## config.mk

```make
export PLATFORM = sky130hd
export DESIGN_NAME = stream_demux_1xn
export DESIGN_NICKNAME = d
export VERILOG_FILES = /design/src/rtl/stream_demux_1xn.sv
export SDC_FILE = /design/constraint.sdc
export NUM_CORES = 1
export LEC_CHECK = 0
export BUFFER_PORTS_ARGS = -buffer_cell sky130_fd_sc_hd__clkbuf_2
export CAP_MARGIN = 30
export CORE_MARGIN = 2
export CORE_UTILIZATION = 35
export DETAILED_ROUTE_END_ITERATION = 10
export GPL_TIMING_DRIVEN = 0
export PLACE_DENSITY = 0.76
export SYNTH_ARGS = -nofsm -noshare
export SYNTH_HDL_FRONTEND = slang
export SYNTH_SLANG_ARGS = --single-unit
```

## constraint.sdc

```tcl
create_clock -name clk -period 1.54 [get_ports clk]
set_clock_uncertainty 0.05 [all_clocks]
set_input_delay 0.385 -clock clk [delete_from_list [all_inputs] [get_ports clk]]
set_output_delay 0.385 -clock clk [all_outputs]
set_load 0.01 [all_outputs]
```

## src/rtl/stream_demux_1xn.sv

```systemverilog
// Registered 1-to-N stream demux (unicast/broadcast, out-of-range drops counted); 1-cycle latency.
// Back-pressure: input stalls until every still-pending channel retires; broadcast retires per channel.
module stream_demux_1xn #(
  parameter int WIDTH = 8,
  parameter int N     = 4,
  parameter int SELW  = (N > 1) ? $clog2(N) : 1,
  parameter int CNTW  = 8
) (
  input  logic                 clk,
  input  logic                 rst_n,
  input  logic                 in_valid,
  output logic                 in_ready,
  input  logic [WIDTH-1:0]     in_data,
  input  logic [SELW-1:0]      in_sel,
  input  logic                 in_bcast,
  output logic [N-1:0]         out_valid,
  input  logic [N-1:0]         out_ready,
  output logic [N*WIDTH-1:0]   out_data,
  output logic [CNTW-1:0]      drop_cnt
);

  localparam logic [SELW:0] NLIM = (SELW+1)'(N);

  logic [WIDTH-1:0] data_q;
  logic [N-1:0]     pend_q;
  logic [N-1:0]     pend_d;
  logic [N-1:0]     sel_onehot;
  logic [CNTW-1:0]  drop_q;
  logic             accept;
  logic             sel_ok;
  logic             load;
  logic             drop;

  // Ready only when every channel still owed the beat is taking it this cycle.
  assign in_ready = ~|(pend_q & ~out_ready);
  assign accept   = in_valid & in_ready;
  assign sel_ok   = {1'b0, in_sel} < NLIM;
  assign load     = accept & (in_bcast | sel_ok);
  assign drop     = accept & ~in_bcast & ~sel_ok;

  always_comb begin
    sel_onehot = '0;
    for (int i = 0; i < N; i++) begin
      if (in_sel == i[SELW-1:0]) sel_onehot[i] = 1'b1;
    end
  end

  always_comb begin
    pend_d = pend_q & ~out_ready;
    if (accept) begin
      if (in_bcast)    pend_d = '1;
      else if (sel_ok) pend_d = sel_onehot;
      else             pend_d = '0;
    end
  end

  always_ff @(posedge clk or negedge rst_n) begin
    if (!rst_n) begin
      pend_q <= '0;
      data_q <= '0;
      drop_q <= '0;
    end else begin
      pend_q <= pend_d;
      if (load) data_q <= in_data;
      if (drop && (drop_q != {CNTW{1'b1}})) drop_q <= drop_q + CNTW'(1);
    end
  end

  assign out_valid = pend_q;
  assign drop_cnt  = drop_q;

  for (genvar g = 0; g < N; g++) begin : g_out
    assign out_data[g*WIDTH +: WIDTH] = data_q;
  end

endmodule

```

After elaboration in Yosys (flattened, before gate mapping)
Cells that the tools add are included.
- add/sub/neg operators: 0
- multipliers: 0
- div/mod/pow operators: 0
- magnitude comparators: 0
- equality and inequality tests: 3
- shifts and indexed selects: 0
- multiplexer cells: 6
- bitwise operators: 3
- reductions and logical operators: 3
- operators by type and width (operator ; number):
    two-way mux 4 bit ; 2
    AND 4 bit ; 1
    == test 2 bit (second input constant) ; 2
    two-way mux 1 bit ; 4
    inverter 4 bit ; 1
    OR reduction 4 bit ; 1
    == test 2 x 1 -> 1 bit (second input constant) ; 1
    zero test 2 bit ; 1
    AND 1 bit ; 1
    zero test 1 bit ; 1
- register bits: 12
- bits in latches: 0
- bits in writable memories: 0
- ROM bits: 0
- input bits: 18
- output and inout port bits: 45
- memories kept: 0

Longest topological paths before layout
- depth in word-level cells: 6
- mapped depth: 5
- depth with buffers taken out: 4

Worst setup path after synthesis
Ideal clock, no wire load.
- path kind: register to register
- start: reg pend_q[1] (netlist: out_valid[1])
- end: reg data_q[2]
- setup time: 125 ps
- data arrival time: 1445 ps
- required time: 1365 ps
- slack: -80 ps
- cell stages (with the launch flop): 6
- clock period less this slack: 1620 ps
- cells stage by stage: dfrtp_1 > nor2b_4 > nor4_4 > nand2_2 > buf_6 > mux2_4
- cells in the longest elaborated chain, start to end: 4
- RTL lines (what ; RTL line ; RTL):
    start: declaration ; 25 ; logic [N-1:0] pend_q;
    start signal: assignment ; 63 ; pend_q <= pend_d;
    AND 4 bit ; 35 ; assign in_ready = ~|(pend_q & ~out_ready);
    OR reduction 4 bit ; 35 ;
    zero test 1 bit ; 35 ;
    net in_ready ; 12 ; output logic in_ready,
    AND 1 bit ; 36 ; assign accept = in_valid & in_ready;
    end signal: assignment ; 64 ; if (load) data_q <= in_data;
    end: declaration ; 24 ; logic [WIDTH-1:0] data_q;
The timed path passes the listed nets, and every way through them passes these cells.
A chain may end at the register's enable or synchronous reset.

Final worst setup path
- start: reg pend_q[0] (netlist: out_valid[0])
- end: out in_ready
- cells in the longest elaborated chain, start to end: 3
- RTL lines (what ; RTL line):
    AND 4 bit ; 35
    OR reduction 4 bit ; 35
    zero test 1 bit ; 35
    end: declaration ; 12
Every way passes these cells.

==> results.py <==
metrics = {
    "timing": {
        "setup_tns_ns": -0.5541,
        "setup_ws_ns": -0.1417,
        "fin_crit_sh": 1.092,
        "whs_ns": 0.2932,
        "fmax_mhz": 594.6,
        "finalCriticalPeriod_ns": 1.682,
        "final_hold_viol_count": 0,
        "slew_viol_final": 0,
        "setup_viol": 7,
        "rsz0062_at_grt": "true",
    },
    "clocking": {
        "clockBufferDepth": 2,
        "root_buffer": "clkbuf_4",
        "clk_latency_ns": 0.26,
        "clk_pin_slew_ns": 0.08,
        "cts_tree": "done",
        "cts_made_buffers": 3,
        "h-tree-depth": 1,
        "numClockSinks": 12,
    },
    "place": {
        "place_inst": 159,
        "port_buffers": 54,
        "postPlaceCellArea_um2": 1125,
        "gp_congestion": 0.6186,
        "dp_hpwl_mm": 1.301,
    },
    "synth": {
        "ys_types": 13,
        "netlist.area_leader.share": 0.3785,
        "synthAdderAreaFrac": 0,
        "postSynthCellCount": 70,
        "yosys-top-cells-area": "dfrtp_1, buf_4, mux2_4",
        "yosys_most_used_dff": "dfrtp_1",
        "ys_ff_latch": 12,
        "synth_compound_area_frac": 0.06309,
        "async_reset_ff_frac": 1.000,
        "yosysMostFrequentCell": "buf_4",
        "ys_seq_area_frac": 0.3785,
        "synthMuxAreaShare": 0.1420,
        "ys_top_cells_by_count": "buf_4, dfrtp_1, mux2_4, a21oi_1, o21bai_1",
        "synth.avg_cell_area_um2": 11.33,
        "mappedNetlistArea_um2": 793.3,
        "ys_warn_count": 0,
        "synth-simple-area-share": 0.08517,
        "synth-xor-area-share": 0,
        "synth_top_cell_by_area": "dfrtp_1",
        "synth_top_family_by_area": "buffers and inverters",
        "synth-edff-count": 0,
    },
    "status": {
        "violations": "negative setup slack",
        "outcome": "complete, but fails checks",
    },
    "layout": {
        "antenna_cells": 0,
        "final_area_um2": 1210,
        "area_delta_synth_final_pct": 52.52,
        "multi_input_comb_area_um2": 265.3,
        "final_util": 0.5577,
        "final_cells": 167,
        "fillers": 197,
        "final_net_count": 158,
        "layout-drive-gt1-share": 0.7626,
        "register_area_um2": 300.3,
    },
    "floorplanning": {
        "initial_utilization": 0.3656,
        "dieArea_um2": 2663,
        "die_y_um": 51.61,
        "core_um2": 2170,
        "io_pins": 63,
        "die_x_um": 51.61,
        "rows": 17,
    },
    "critical_path": {
        "arrival_ns": 1.25,
        "crit_fanout": 2,
        "startpoint_type": "flop",
        "worstSetupEndpointType": "output port",
        "cp.required_ns": 1.10,
        "critical_path_class": "reg2out",
    },
    "pwr": {
        "p_int_uw": 1232,
        "p_per_area_nw_per_um2": 1557,
        "pwr-share-clk": 0.132,
        "ir_drop_mv": 0.6817,
        "p_sw_uw": 652.4,
        "combinationalPowerShare": 0.593,
        "seqPwrFrac": 0.275,
        "p_sw_frac": 0.3463,
        "p_leak_uw": 0.0007195,
    },
    "hold_path": {
        "min_path_type": "in2reg",
    },
    "grt": {
        "first_global_vias": 571,
        "track_usage": 0.1194,
        "grt_pass1_wl_mm": 2.380,
        "antenna_found_initial": 0,
        "grt_max_degree": 13,
        "grt-ovfl-total": 0,
    },
    "drt": {
        "ant_nets": 0,
        "routedWlPerCell_um": 9.371,
        "drc_errors": 0,
        "avgViaCountPerCell": 3.826,
        "via_count": 639,
        "drt_iter0_markers": 0,
        "firstDrtPassIters": 1,
        "finalWirelength_mm": 1.565,
    },
    "run": {
        "maxCapViolCount": 0,
    },
}
==> kinds of logic after synthesis <==
group | count (synthesis)
and+or+nand+nor | 6
buffers and inverters | 35
AOI/OAI and AO/OA | 8
DFF | 12
muxes | 8
other | 1
==> sequential cells by signal, indices dropped and copies added (netlist names) <==
register / flops
data_q: 8
out_valid: 4
==> power groups by stage <==
stage                     Clock (µW)  Combinational, µW  Sequential (µW)
after floorplan                    0                666              555
after global placement             0               1070              514
after detailed placement           0               1090              527
after CTS                        264               1130              521
after global routing             280               1200              538
final                            249               1120              518
==> repair_timing <==
action / in CTS / in global routing
gates resized for setup: 3 / 2
buffers inserted: 3 / 0
hold buffers: 1 / 0
endpoints found under the hold margin: 12 / 0
endpoints found under the setup margin: 7 / 13
pin swaps: 6 / 0
==> layer usage <==
metal	vias up	GRT usage	wire (µm)
li1	326	-	-
met1	277	0.1349	619
met2	36	0.2158	776
met3	0	0.03161	169
met4	0	0.03947	0
met5	-	0	0
==> per-stage QoR <==
stage / total power (µW) / setup WS (ns)
2_1_floorplan: 1222 / -0.08014
3_3_place_gp: 1588 / -0.09046
3_5_place_dp: 1614 / -0.1030
4_1_cts: 1912 / -0.1915
5_1_grt: 2022 / -0.2203
6_report: 1884 / -0.1417
==> cell type report <==
cell class | count | share of cell area
Timing Repair Buffer | 58 | 0.2565
Multi-Input combinational cell | 30 | 0.2192
Inverter | 2 | 0.006205
Buffer | 33 | 0.2110
Tap cell | 28 | 0.02896
Clock buffer | 4 | 0.02999
Sequential cell | 12 | 0.2482
==> critical path, cell delays in order (launching register included) <==
cell and delay (ns):
dfrtp_1 0.38, nor2b_4 0.14, nor4_4 0.28, buf_2 0.18
==> worst paths after layout <==
kind	from	end	cells after the start	slack [ns]
max	out_valid[0]	in_ready	3	-0.14
min	in_data[0]	data_q[0]	2	0.29
max reg2reg	out_valid[0]	data_q[2]	6	-0.08
min reg2reg	data_q[6]	data_q[6]	1	0.54
max in group asynchronous	rst_n	out_valid[1]	2	0.72
min in group asynchronous	rst_n	data_q[4]	2	0.49
==> cells in the final DEF, fill, tap and decap left out <==
cell,synthesis,final
inv_1,2,2
nor2b_4,2,2
a21oi_1,4,4
dfrtp_1,12,12
nor2b_1,2,2
nand2_4,0,1
clkbuf_4,0,3
buf_8,0,1
buf_4,32,33
nor4_4,1,1
buf_6,1,2
clkbuf_2,0,53
mux2_2,2,2
conb_1,1,8
mux2_4,6,6
clkbuf_8,0,1
buf_2,0,1
o21bai_1,4,4
dlygate4sd3_1,0,1
No activity file was read; power rests on OpenSTA's default activity.
